<file path="src/rtl/mem_pkg.sv">
// rtl/mem_pkg.sv - shared MIG command encodings, port counts and arbiter state type
package mem_pkg;

    localparam logic [2:0] MIG_CMD_READ    = 3'b001;
    localparam logic [2:0] MIG_CMD_WRITE   = 3'b000;

    localparam int NUM_RD_PORTS    = 2;
    localparam int BEATS_PER_BURST = 2;
    localparam int ADDR_W          = 29;
    localparam int DATA_W          = 256;

    typedef enum logic {
        ST_IDLE = 1'b0,
        ST_CMD  = 1'b1
    } arb_state_e;

    // MIG bursts start on an 8-column boundary; the low three address bits are ignored.
    function automatic logic [ADDR_W-1:0] burst_align(input logic [ADDR_W-1:0] addr);
        return {addr[ADDR_W-1:3], 3'b000};
    endfunction

endpackage

</file>
<file path="src/rtl/SingleClockFifo.sv">
// rtl/SingleClockFifo.sv - single-clock FIFO with first-word-fall-through read port
module SingleClockFifo #(
    parameter int WIDTH = 1,
    parameter int DEPTH = 16
) (
    input  logic             clk_i,
    input  logic             rst_ni,
    input  logic             push_i,
    input  logic [WIDTH-1:0] push_data_i,
    input  logic             pop_i,
    output logic [WIDTH-1:0] pop_data_o,
    output logic             empty_o,
    output logic             full_o
);

    localparam int AW = $clog2(DEPTH);

    logic [WIDTH-1:0] mem_q [DEPTH];
    logic [AW:0]      wr_ptr_q, wr_ptr_d;
    logic [AW:0]      rd_ptr_q, rd_ptr_d;
    logic             do_push, do_pop;

    // Extra pointer bit distinguishes full from empty when the indices coincide.
    always_comb begin
        empty_o    = (wr_ptr_q == rd_ptr_q);
        full_o     = (wr_ptr_q[AW] != rd_ptr_q[AW]) &&
                     (wr_ptr_q[AW-1:0] == rd_ptr_q[AW-1:0]);
        do_push    = push_i && !full_o;
        do_pop     = pop_i && !empty_o;
        wr_ptr_d   = do_push ? wr_ptr_q + 1'b1 : wr_ptr_q;
        rd_ptr_d   = do_pop  ? rd_ptr_q + 1'b1 : rd_ptr_q;
        pop_data_o = mem_q[rd_ptr_q[AW-1:0]];
    end

    // Pointer registers; clearing them empties the FIFO.
    always_ff @(posedge clk_i or negedge rst_ni) begin
        if (!rst_ni) begin
            wr_ptr_q <= '0;
            rd_ptr_q <= '0;
        end else begin
            wr_ptr_q <= wr_ptr_d;
            rd_ptr_q <= rd_ptr_d;
        end
    end

    // Storage needs no reset: entries are only read once written.
    always_ff @(posedge clk_i) begin
        if (do_push) begin
            mem_q[wr_ptr_q[AW-1:0]] <= push_data_i;
        end
    end

endmodule

</file>
<file path="src/rtl/mem_read_arbiter.sv">
// rtl/mem_read_arbiter.sv - two-port round-robin MIG read arbiter (optional counters: MEM_READ_ARBITER_PERF_EN)
module mem_read_arbiter
    import mem_pkg::*;
#(
    parameter int MAX_OUTSTANDING = 16
) (
    input  logic                                clk_ram,
    input  logic                                rst_n,
    input  logic [NUM_RD_PORTS-1:0]             req_valid,
    input  logic [NUM_RD_PORTS-1:0][ADDR_W-1:0] req_addr,
    output logic [NUM_RD_PORTS-1:0]             req_ready,
    output logic [NUM_RD_PORTS-1:0]             rsp_valid,
    output logic [DATA_W-1:0]                   rsp_data,
    output logic                                rsp_last,
    output logic [ADDR_W-1:0]                   app_addr,
    output logic [2:0]                          app_cmd,
    output logic                                app_en,
    input  logic                                app_rdy,
    input  logic [DATA_W-1:0]                   app_rd_data,
    input  logic                                app_rd_data_valid,
    input  logic                                app_rd_data_end,
    output logic                                busy,
    output logic                                rd_unexpected
`ifdef MEM_READ_ARBITER_PERF_EN
    ,
    output logic [31:0]                         perf_cmds,
    output logic [31:0]                         perf_beats,
    output logic [31:0]                         perf_stall_cycles
`endif
);

    localparam int CNT_W = $clog2(MAX_OUTSTANDING) + 1;
    localparam logic [CNT_W-1:0] MAX_CNT = CNT_W'(MAX_OUTSTANDING);

    arb_state_e        state_q, state_d;
    logic              rr_q, rr_d;
    logic [CNT_W-1:0]  outstanding_q, outstanding_d;
    logic              app_en_q, app_en_d;
    logic [ADDR_W-1:0] app_addr_q, app_addr_d;
    logic [2:0]        app_cmd_q, app_cmd_d;
    logic              cmd_port_q, cmd_port_d;
    logic [NUM_RD_PORTS-1:0] rsp_valid_q, rsp_valid_d;
    logic [DATA_W-1:0] rsp_data_q, rsp_data_d;
    logic              rsp_last_q, rsp_last_d;
    logic              rd_unexpected_q, rd_unexpected_d;

    logic              grant;
    logic              gnt_port;
    logic              issue;
    logic              tag_head;
    logic              tag_empty;
    logic              tag_full;
    logic              beat_routed;
    logic              burst_done;

    // Round-robin grant: preferred port first, otherwise the other requester.
    always_comb begin
        gnt_port  = req_valid[rr_q] ? rr_q : ~rr_q;
        grant     = rst_n && (state_q == ST_IDLE) && (|req_valid) &&
                    (outstanding_q < MAX_CNT) && !tag_full;
        req_ready = '0;
        if (grant) begin
            req_ready[gnt_port] = 1'b1;
        end
    end

    assign issue = app_en_q && app_rdy;

    // Command FSM: latch the granted request, hold it on the MIG bus until accepted.
    always_comb begin
        state_d    = state_q;
        rr_d       = rr_q;
        app_en_d   = app_en_q;
        app_addr_d = app_addr_q;
        app_cmd_d  = app_cmd_q;
        cmd_port_d = cmd_port_q;
        case (state_q)
            ST_IDLE: begin
                if (grant) begin
                    state_d    = ST_CMD;
                    rr_d       = ~gnt_port;
                    app_en_d   = 1'b1;
                    app_addr_d = burst_align(req_addr[gnt_port]);
                    app_cmd_d  = MIG_CMD_READ;
                    cmd_port_d = gnt_port;
                end
            end
            ST_CMD: begin
                if (issue) begin
                    state_d  = ST_IDLE;
                    app_en_d = 1'b0;
                end
            end
            default: begin
                state_d  = ST_IDLE;
                app_en_d = 1'b0;
            end
        endcase
    end

    // Return path: steer each beat to the port whose tag heads the FIFO; beats with no tag are dropped.
    always_comb begin
        beat_routed     = app_rd_data_valid && !tag_empty;
        burst_done      = beat_routed && app_rd_data_end;
        rsp_valid_d     = '0;
        if (beat_routed) begin
            rsp_valid_d[tag_head] = 1'b1;
        end
        rsp_data_d      = beat_routed ? app_rd_data : rsp_data_q;
        rsp_last_d      = beat_routed && app_rd_data_end;
        rd_unexpected_d = rd_unexpected_q || (app_rd_data_valid && tag_empty);
    end

    // Outstanding burst count; simultaneous issue and completion cancel out.
    always_comb begin
        outstanding_d = outstanding_q;
        case ({issue, burst_done})
            2'b10:   outstanding_d = outstanding_q + 1'b1;
            2'b01:   outstanding_d = outstanding_q - 1'b1;
            default: outstanding_d = outstanding_q;
        endcase
    end

    // State, command and response registers.
    always_ff @(posedge clk_ram or negedge rst_n) begin
        if (!rst_n) begin
            state_q         <= ST_IDLE;
            rr_q            <= 1'b0;
            outstanding_q   <= '0;
            app_en_q        <= 1'b0;
            app_addr_q      <= '0;
            app_cmd_q       <= '0;
            cmd_port_q      <= 1'b0;
            rsp_valid_q     <= '0;
            rsp_data_q      <= '0;
            rsp_last_q      <= 1'b0;
            rd_unexpected_q <= 1'b0;
        end else begin
            state_q         <= state_d;
            rr_q            <= rr_d;
            outstanding_q   <= outstanding_d;
            app_en_q        <= app_en_d;
            app_addr_q      <= app_addr_d;
            app_cmd_q       <= app_cmd_d;
            cmd_port_q      <= cmd_port_d;
            rsp_valid_q     <= rsp_valid_d;
            rsp_data_q      <= rsp_data_d;
            rsp_last_q      <= rsp_last_d;
            rd_unexpected_q <= rd_unexpected_d;
        end
    end

    SingleClockFifo #(
        .WIDTH (1),
        .DEPTH (MAX_OUTSTANDING)
    ) u_tag_fifo (
        .clk_i       (clk_ram),
        .rst_ni      (rst_n),
        .push_i      (issue),
        .push_data_i (cmd_port_q),
        .pop_i       (burst_done),
        .pop_data_o  (tag_head),
        .empty_o     (tag_empty),
        .full_o      (tag_full)
    );

    assign app_en        = app_en_q;
    assign app_addr      = app_addr_q;
    assign app_cmd       = app_cmd_q;
    assign rsp_valid     = rsp_valid_q;
    assign rsp_data      = rsp_data_q;
    assign rsp_last      = rsp_last_q;
    assign rd_unexpected = rd_unexpected_q;
    assign busy          = (state_q == ST_CMD) || (outstanding_q != '0);

`ifdef MEM_READ_ARBITER_PERF_EN
    logic [31:0] perf_cmds_q, perf_beats_q, perf_stall_q;

    // Free-running wrap-around event counters.
    always_ff @(posedge clk_ram or negedge rst_n) begin
        if (!rst_n) begin
            perf_cmds_q  <= '0;
            perf_beats_q <= '0;
            perf_stall_q <= '0;
        end else begin
            if (issue)                 perf_cmds_q  <= perf_cmds_q + 32'd1;
            if (beat_routed)           perf_beats_q <= perf_beats_q + 32'd1;
            if (app_en_q && !app_rdy)  perf_stall_q <= perf_stall_q + 32'd1;
        end
    end

    assign perf_cmds         = perf_cmds_q;
    assign perf_beats        = perf_beats_q;
    assign perf_stall_cycles = perf_stall_q;
`endif

endmodule

</file>
<file path="config.mk">
export PLATFORM = sky130hd
export DESIGN_NAME = mem_read_arbiter
export DESIGN_NICKNAME = d
export VERILOG_FILES = /design/src/rtl/mem_pkg.sv /design/src/rtl/SingleClockFifo.sv /design/src/rtl/mem_read_arbiter.sv
export SDC_FILE = /design/constraint.sdc
export NUM_CORES = 1
export LEC_CHECK = 0
export ABC_AREA = 1
export ABC_CLOCK_PERIOD_IN_PS = 6100
export BUFFER_PORTS_ARGS = -buffer_cell sky130_fd_sc_hd__buf_2
export CORE_AREA = 2 2 243 245
export CTS_BUF_LIST = sky130_fd_sc_hd__clkbuf_8 sky130_fd_sc_hd__clkbuf_16
export DETAILED_ROUTE_END_ITERATION = 12
export DIE_AREA = 0 0 245 247
export PLACE_DENSITY_LB_ADDON = 0.3
export SETUP_SLACK_MARGIN = 0.5
export SLEW_MARGIN = 15
export SYNTH_ARGS = -nofsm -noshare
export SYNTH_HDL_FRONTEND = slang
export SYNTH_SLANG_ARGS = --single-unit
</file>
<file path="constraint.sdc">
create_clock -name clk_ram -period 6.1 [get_ports clk_ram]
set_input_delay 0.305 -clock clk_ram [delete_from_list [all_inputs] [get_ports clk_ram]]
set_output_delay 0.305 -clock clk_ram [all_outputs]
set_load 0.005 [all_outputs]
</file>
Yosys cells after proc, flatten, opt, wreduce, memory -nomap -nowiden
Memories as Yosys holds them, arrays and structs flattened.
Index checks and enable logic that the tools add are counted.
- input bits: 321
- logic and storage cells: 76
- RAM bits: 16
- output and inout port bits: 296
- memories: 1
- flip-flop bits (word level): 306
- memories (name ; words ; bits a word ; rd ports ; clocked after memory_dff ; wr ports ; line ; RTL):
    u_tag_fifo.mem_q ; 16 ; 1 ; 1 ; 0 ; 1 ; SingleClockFifo.sv:18 ; logic [WIDTH-1:0] mem_q [DEPTH];
- order comparisons: 6
- bitwise operators: 3
- $add $sub $neg: 4
- reductions and logical operators: 22
- multiplexer cells: 20
- equality and inequality tests: 7
- operator list (operator ; number):
    29-bit 2-to-1 mux ; 2
    5-bit by 1-bit adder with 5-bit output, second input constant ; 3
    1-bit logical AND ; 13
    1-bit 2-to-1 mux ; 11
    5-bit case mux with 2 select lines ; 1
    1-bit by 2-bit < comparator with 1-bit output, second input constant ; 3
    5-bit == test ; 1
    5-bit < comparator, second input constant ; 1
    5-bit nonzero test ; 1
    5-bit by 1-bit subtractor with 5-bit output, second input constant ; 1
    4-bit == test ; 1
    2-bit 2-to-1 mux ; 2
    1-bit case mux with 2 select lines ; 2
    2-bit AND reduction ; 2
    1-bit inverter ; 3
    1-bit demux with 1-bit select ; 2
    2-bit by 1-bit == test with 1-bit output, second input constant ; 1
    2-bit == test, second input constant ; 1
    1-bit >= comparator, second input constant ; 2
    1-bit zero test ; 2
    1-bit logical OR ; 2
    2-bit by 1-bit != test with 1-bit output, second input constant ; 1
    2-bit != test, second input constant ; 1
    2-bit nonzero test ; 1
    2 further kinds ; 2

Depth between registers and ports, before layout
Gate-level depths: netlist (run 1).
- word-level depth: 8
- gate-level depth with buffers: 23
- mapped depth without buffers: 20

Hierarchy
From an unflattened synthesis (run 1), not the netlist that was laid out.
- cell total of the unflattened synthesis: 959
- area total of the unflattened synthesis: 12923.6 um^2
- by module, submodules not included (module ; area an instance (um^2) ; sequential area each (um^2) ; instances ; cells an instance):
    mem_read_arbiter ; 11410.9 ; 7407.1 ; 1 ; 775
    SingleClockFifo ; 1512.7 ; 730.7 ; 1 ; 184

Least setup slack after synthesis (run 1)
Ideal clock, no wire load.
- path type: reg2reg
- start point: register u_tag_fifo.rd_ptr_q[0]
- end point: register outstanding_q[4]
- library setup time: 0.117 ns
- path slack: 3.598 ns
- data arrival time: 2.386 ns
- clock period less this slack: 2.502 ns
- buffers on the path: 3
- required time: 5.983 ns
- stages on the path, launching flop included: 24
- path through: dfrtp_1 buf_4 inv_4 nand2_1 nand2_1 nor2_2 nand3_2 buf_4 buf_6 nand3_2 inv_1 ha_1 inv_1 nand2_1 nand2_1 ha_1 inv_1 nand2_1 nand3_1 nand2_1 nand2_1 nand2_1 nand2_1 nand2_1
- longest elaborated chain between the ends: 6
- elaborated cells between the ends (all ways): 8
- those cells by class: eq/ne (3); mux (1); reduce/logical (4)
- RTL lines (what ; line ; RTL):
    start: declaration ; SingleClockFifo.sv:20 ; logic [AW:0] rd_ptr_q, rd_ptr_d;
    start signal: assignment ; SingleClockFifo.sv:42 ; rd_ptr_q <= rd_ptr_d;
    5-bit == test * ; SingleClockFifo.sv:25 ; empty_o = (wr_ptr_q == rd_ptr_q);
    1-bit zero test * ; mem_read_arbiter.sv:103 ; beat_routed = app_rd_data_valid && !tag_empty;
    1-bit logical AND * ; mem_read_arbiter.sv:103 ;
    1-bit logical AND * ; mem_read_arbiter.sv:104 ; burst_done = beat_routed && app_rd_data_end;
    net burst_done ; mem_read_arbiter.sv:54 ; logic burst_done;
    2-bit by 1-bit == test with 1-bit output / 2-bit == test (equally long branches) ; mem_read_arbiter.sv:117 ; case ({issue, burst_done})
    5-bit case mux with 2 select lines / 2-bit nonzero test (equally long branches) ; n/a ;
    end signal: assignment ; mem_read_arbiter.sv:141 ; outstanding_q <= outstanding_d;
    end: declaration ; mem_read_arbiter.sv:37 ; logic [CNT_W-1:0] outstanding_q, outstanding_d;
Mark *: on every way through the listed nets, which the timed path passes. The rest lies on a longest branch.
A chain may end at the register's enable or synchronous reset.

Worst setup path in the final report (run 1)
- start point: register u_tag_fifo.rd_ptr_q[0]
- end point: register rsp_data_q[208], in the netlist rsp_data[208]
- longest elaborated chain between the ends: 3
- RTL lines (what ; line ; RTL):
    5-bit == test ; SingleClockFifo.sv:25 ;
    1-bit zero test ; mem_read_arbiter.sv:103 ;
    1-bit logical AND ; mem_read_arbiter.sv:103 ;
    end signal: assignment ; mem_read_arbiter.sv:147 ; rsp_data_q <= rsp_data_d;
    end: declaration ; mem_read_arbiter.sv:43 ; logic [DATA_W-1:0] rsp_data_q, rsp_data_d;
Every way passes these cells.

==> results of run 1 <==
registers in the layout (all words and copies together), names as in the netlist, 2 cells and up:
name,cells
u_tag_fifo.mem_q,16
rsp_valid,2
u_tag_fifo.rd_ptr_q,5
u_tag_fifo.wr_ptr_q,5
outstanding_q,5
rsp_data,256
app_addr,26
report_power, final:
part / internal [mW] / switching (mW) / total (mW)
combinational: 0.173 / 0.143 / 0.316
clock: 1.42 / 0.923 / 2.35
sequential: 2.15 / 0.00000000000000000782 / 2.15
total: 3.75 / 1.07 / 4.81
cell type report:
| type | instances | area [um^2] | area share (%) |
|---|---|---|---|
| clock buffer | 50 | 1130 | 5.47 |
| clock inverter | 19 | 171 | 0.832 |
| inverter | 30 | 115 | 0.559 |
| multi-input combinational | 1110 | 4740 | 23.0 |
| sequential | 322 | 8140 | 39.5 |
| tap | 773 | 967 | 4.70 |
| timing repair buffer | 829 | 5340 | 25.9 |
layout by cell type, fill, tap and decap left out, drive strengths merged, types with 3 or more instances in the layout:
master	n
nand2	758
buf	610
dfrtp	306
nand3	279
dlygate4sd3	218
clkbuf	51
inv	36
edfxtp	16
nor3	15
nor2	15
clkinv	10
ha	8
xnor2	6
o21ai	6
nand4	5
conb	5
nand3b	4
xor2	3
bufinv	3
metal layers:
layer  track usage, %  up-vias  share of wire [%]
met3             3.84       68                7.6
met4             4.82        0                2.8
met1             16.7     6265                 40
met2             26.0      498                 50
met5                0        -                  0
li1                 -     6494                  -
synth_stat cells, types with 2 or more instances:
library cell / n
buf_1: 13
buf_2: 32
buf_4: 31
buf_6: 8
clkbuf_1: 23
dfrtp_1: 306
edfxtp_1: 16
ha_1: 8
inv_1: 21
inv_2: 7
nand2_1: 756
nand2_2: 2
nand3_1: 277
nand3_2: 2
nand3b_1: 4
nand4_1: 5
nor2_1: 13
nor2_2: 2
nor3_1: 15
o21ai_0: 6
xnor2_1: 6
xor2_1: 3
logic make-up after synthesis:
group	after synthesis	synth area share [%]
and+or+nand+nor	1078	32.9
buffers and inverters	137	5.40
adders and majority gates	8	0.737
other	1	0.0276
xor gates and xnor gates	9	0.581
DFF	322	59.9
AOI/OAI and AO/OA	10	0.415
worst max-delay path: cells and delay by family, from the launching register on:
kind | cells | cell delay [ns]
simple gates | 7 | 1.89
flops | 1 | 0.64
buf+inv | 2 | 0.61
how the worst min path moves through the flow:
stage / endpoint / slack (ns) / cells past startpoint
floorplan: app_addr[10] / 0.009 / 0
global placement: rsp_data[23] / 0.18 / 1
detailed placement: rsp_data[23] / 0.18 / 1
CTS: rsp_data[77] / 0.0005 / 3
global route: rsp_data[26] / 0.02 / 3
finish: rsp_data[26] / 0.03 / 3
repair_timing:
action                     CTS  global route
setup buffers                0             0
hold buffers               218             0
setup endpoints to repair    0             0
hold endpoints to repair   236             0
==> results.toml, run 1 <==
[layout]
areaGrowthSynthToFinish_pct = 51.7
final_nets = 2660
diodes = 0
fillers = 6028
utilization_pct = 35.4
final_cell_area_um2 = 20600
layout.cells.non_filler = 3133
drive_gt1_share_pct = 29.2

[drt]
drtIter0Drc = 563
vias = 13300
drc_errors = 0
vias_per_cell = 4.25
firstDrtPassIters = 7
totalWireLength_um = 46300
wire_per_inst_um = 14.8
antenna_left = 0

[setup_path]
end_kind = "register"
reg2reg_depth = 9
crit_path_max_incr_delay_ns = 0.86
critical_path_class = "reg2reg"
worstSetupStartpoint = "u_tag_fifo.rd_ptr_q[0]"
cpMostUsedCell = "nand2_1"
r2r-end = "rsp_data[208]"
startpoint_type = "register"
rrSetupSlack_ns = 2.73
crit_chain = "inv_4, nand2_1, nand2_1, nor2_2, nand3_4, nand2_8, buf_12, nand2_1, nand2_1"
cp.arrival_ns = 3.85
crit_required_ns = 6.58
worstPathMaxFanout = 132
cpMaxStageDelayCell = "nand2_8"
endpoint = "rsp_data[208]"
r2r-start = "u_tag_fifo.rd_ptr_q[0]"

[die]
die_w_um = 245
pin_count = 617
die-area_um2 = 60500
start_util_pct = 23.3
die_h_um = 247
rows = 89
core_area_um2 = 58200

[outcome]
outcome = "complete, no violations"

[grt]
grt_overflow = 0
antenna_found_initial = 0
grt_pass1_vias = 13300
track_usage_pct = 14.5
grt_max_degree = 173
grt_pass1_wl_um = 70700

[placed_design]
pre_cts_ws_ns = 2.65
place_congestion = 0.861
placed_area_um2 = 17100
place_inst = 2846
io_buffers = 605
dp_hpwl_um = 30000

[timing]
final.min_clock_period_ns = 3.37
rsz0062_at_grt = "false"
period_share_pct = 55.3
hold_violations = 0
relSlewSlack_pct = 34.0
max_freq_mhz = 296
whs_ns = 0.0284
fin_tns_setup_ns = 0
setup_viol = 0
setup_ws_ns = 2.73
max_slew.worst_pin.slew_ns = 0.990
skew_ns = 0.0165
slew_violations = 0

[clocking]
path_clk_slew_ns = 0.06
clockBufferDepth = 3
cts-root-buf = "clkbuf_16"
cts_tree = "built"
post_cts_resized = 0
h-tree-depth = 2
numCtsBuffers = 38
clock_sinks = 322
worstSkewPairLatency_ns = 0.55

[synthesis]
ys_seq_area_share_pct = 59.9
syn_area_um2 = 13600
yosys.area.top_type = "dfrtp_1"
synthDistinctLibCells = 31
yosys-top-cells-area = "dfrtp_1 56%, nand2_1 21%, nand3_1 10%, edfxtp_1 3.5%, buf_4 1.7%"
synth-edff-count = 16
ys_seq_elements = 322
async_reset_ff_share_pct = 95.0
avgSynthCellArea_um2 = 8.68
yosysTopAreaCellShare_pct = 56.4
yosys_warnings = 0
synth_flop_cell = "dfrtp_1"
postSynthCellCount = 1565

[worst_hold_path]
min_path_type = "in2reg"
holdCritStartpoint = "app_rd_data[26]"

[power_and_ir_drop]
p_per_area_nw_per_um2 = 234
ir_worst_vdd_mv = 0.166
p_leak_nw = 12.1
total_power_mw = 4.81

[flow_run]
max-cap-violations = 0
Power figures use the tool's default switching activity.
==> run 2, diff against run 1 <==
--- a/config.mk
+++ b/config.mk
@@ -6,12 +6,12 @@
 export NUM_CORES = 1
 export LEC_CHECK = 0
 export ABC_AREA = 1
-export ABC_CLOCK_PERIOD_IN_PS = 6100
+export ABC_CLOCK_PERIOD_IN_PS = 3500
 export BUFFER_PORTS_ARGS = -buffer_cell sky130_fd_sc_hd__buf_2
-export CORE_AREA = 2 2 243 245
+export CORE_AREA = 2 2 239 241
 export CTS_BUF_LIST = sky130_fd_sc_hd__clkbuf_8 sky130_fd_sc_hd__clkbuf_16
 export DETAILED_ROUTE_END_ITERATION = 12
-export DIE_AREA = 0 0 245 247
+export DIE_AREA = 0 0 241 243
 export PLACE_DENSITY_LB_ADDON = 0.3
 export SETUP_SLACK_MARGIN = 0.5
 export SLEW_MARGIN = 15
==> constraint.sdc (replaced) <==
create_clock -name clk_ram -period 3.5 [get_ports clk_ram]
set_input_delay 0.175 -clock clk_ram [delete_from_list [all_inputs] [get_ports clk_ram]]
set_output_delay 0.175 -clock clk_ram [all_outputs]
set_load 0.005 [all_outputs]
==> results.toml, run 2 (synthesized netlist as in run 1, its figures left out) <==
[setup_path]
critical_path_class = "reg2reg"
end_kind = "register"
worstPathMaxFanout = 11
rrSetupSlack_ns = 0.85
crit_required_ns = 3.93
cp.arrival_ns = 3.08
startpoint_type = "register"

[placed_design]
pre_cts_ws_ns = 0.745
io_buffers = 605
place_congestion = 0.846
dp_hpwl_um = 32100

[layout]
final_common_cell = "nand2_1"
diodes = 0
multiInputGateArea_um2 = 4740
largest_reg_flops = 256
fillers = 5640
regArea_um2 = 8140
areaGrowthSynthToFinish_pct = 58.6
final_nets = 2761
mostFrequentLayoutCells = "756 x nand2_1, 603 x buf_2, 309 x dlygate4sd3_1"
drive_gt1_share_pct = 28.2

[clocking]
clock_sinks = 322
worstSkewPairLatency_ns = 0.54
clockBufferDepth = 3
cts_setup_buffers = 0
cts_tree = "built"
h-tree-depth = 2
path_clk_slew_ns = 0.06
numCtsBuffers = 38
cts-root-buf = "clkbuf_16"

[flow_run]
max-cap-violations = 0

[drt]
drtIter0Drc = 663
totalWireLength_um = 48600
vias = 13900
highest_layer = "met5"
antenna_left = 0
dr_wl_met3_um = 3860
m1WireLength_um = 19400
met2RoutedLength_um = 23500
firstDrtPassIters = 5
drc_errors = 0
wire_per_inst_um = 15.1
vias_per_cell = 4.32

[timing]
period_share_pct = 75.8
relSlewSlack_pct = 32.2
setup_viol = 0
hold_violations = 0
slew_violations = 0
rsz0062_at_grt = "false"
final.min_clock_period_ns = 2.65
skew_ns = 0.0235
max_slew.worst_pin.slew_ns = 1.02
max_freq_mhz = 377
setup_ws_ns = 0.848
fin_tns_setup_ns = 0

[die]
die-area_um2 = 58600
rows = 87
start_util_pct = 24.3
pin_count = 617
die_w_um = 241
die_h_um = 243
core_area_um2 = 56000

[worst_hold_path]
min_path_type = "in2reg"

[grt]
grt_overflow = 0
grt_max_degree = 177
track_usage_pct = 15.8
grt_pass1_vias = 14000
grt_pass1_wl_um = 73700
antenna_found_initial = 4

[outcome]
outcome = "complete, no violations"

[power_and_ir_drop]
p_per_area_nw_per_um2 = 391
ir_worst_vdd_mv = 0.297
p_leak_nw = 12.5
==> run 2: cell types whose count changed in the layout (fill, tap and decap cells not counted) <==
| cell | change |
|---|---|
| dfrtp_1 | -3 |
| bufinv_16 | +1 |
| inv_6 | -1 |
| dlygate4sd3_1 | +91 |
| clkinv_2 | -7 |
| buf_4 | +10 |
| dfrtp_2 | +3 |
| inv_1 | +7 |
| clkbuf_8 | -4 |
| clkinvlp_4 | +2 |
==> run 2: final cells by class <==
type / count / share of cell area [%]
Sequential cell: 322 / 37.8
Timing Repair Buffer: 930 / 29.4
Multi-Input combinational cell: 1110 / 22.0
Clock buffer: 46 / 4.98
Tap cell: 756 / 4.39
Clock inverter: 21 / 0.924
Inverter: 30 / 0.534
==> run 2: stage by stage <==
| stage | area, um^2 | instances | util [%] | hold slack [ns] | power (mW) |
|---|---|---|---|---|---|
| 3_3_place_gp | 17200 | 2839 | 30.7 | 0.0316 | 4.18 |
| 4_1_cts | 21500 | 3215 | 38.5 | 0.00113 | 8.56 |
| 5_1_grt | 21500 | 3215 | 38.5 | 0.0515 | 8.76 |
| 3_5_place_dp | 17200 | 2839 | 30.7 | 0.0317 | 4.18 |
| 2_1_floorplan | 13600 | 1569 | - | -0.121 | 3.89 |
| 6_report | 21500 | 3215 | 38.5 | 0.0602 | 8.42 |
==> run 2: routing by layer <==
layer | vias to the layer above | global-route usage, %
li1 | 6697 | -
met1 | 6523 | 18.2
met2 | 558 | 27.4
met3 | 105 | 4.47
met4 | 8 | 6.26
met5 | - | 0
==> run 2: repair_timing <==
item / CTS / global route
hold endpoints to repair: 542 / 0
resized for setup: 0 / 3
endpoints found under the setup margin: 0 / 1
hold buffers: 309 / 0
==> run 2: final timing paths <==
check,from,to,depth (start not counted)
max,u_tag_fifo.rd_ptr_q[0],outstanding_q[4],20
max in group asynchronous,rst_n,rsp_data[39],3
min,req_addr[46],app_addr[17],5
max reg2reg,u_tag_fifo.rd_ptr_q[0],outstanding_q[4],20
min in group asynchronous,rst_n,rsp_data[28],2
min reg2reg,app_cmd[0],app_cmd[0],2
==> run 2: power by group <==
| group | switching [mW] | internal, mW | leakage, nW |
|---|---|---|---|
| Clock | 1.56 | 2.46 | 0.664 |
| Combinational | 0.276 | 0.380 | 7.40 |
| Sequential | 0.0000000000000000130 | 3.75 | 4.43 |
| Total | 1.84 | 6.58 | 12.5 |
==> run 2: worst max-delay path: stages (launching register included) <==
cell,delay (ns)
dfrtp_2,0.50
inv_4,0.15
nand2_1,0.07
nand2_1,0.08
nor2_2,0.06
nand3_4,0.13
nand3_2,0.15
inv_1,0.15
ha_1,0.30
inv_1,0.11
nand2_1,0.09
nand2_1,0.08
ha_1,0.18
inv_1,0.05
nand2_1,0.07
nand3_1,0.11
nand2_1,0.06
nand2_1,0.06
nand2_1,0.05
nand2_1,0.05
nand2_1,0.05
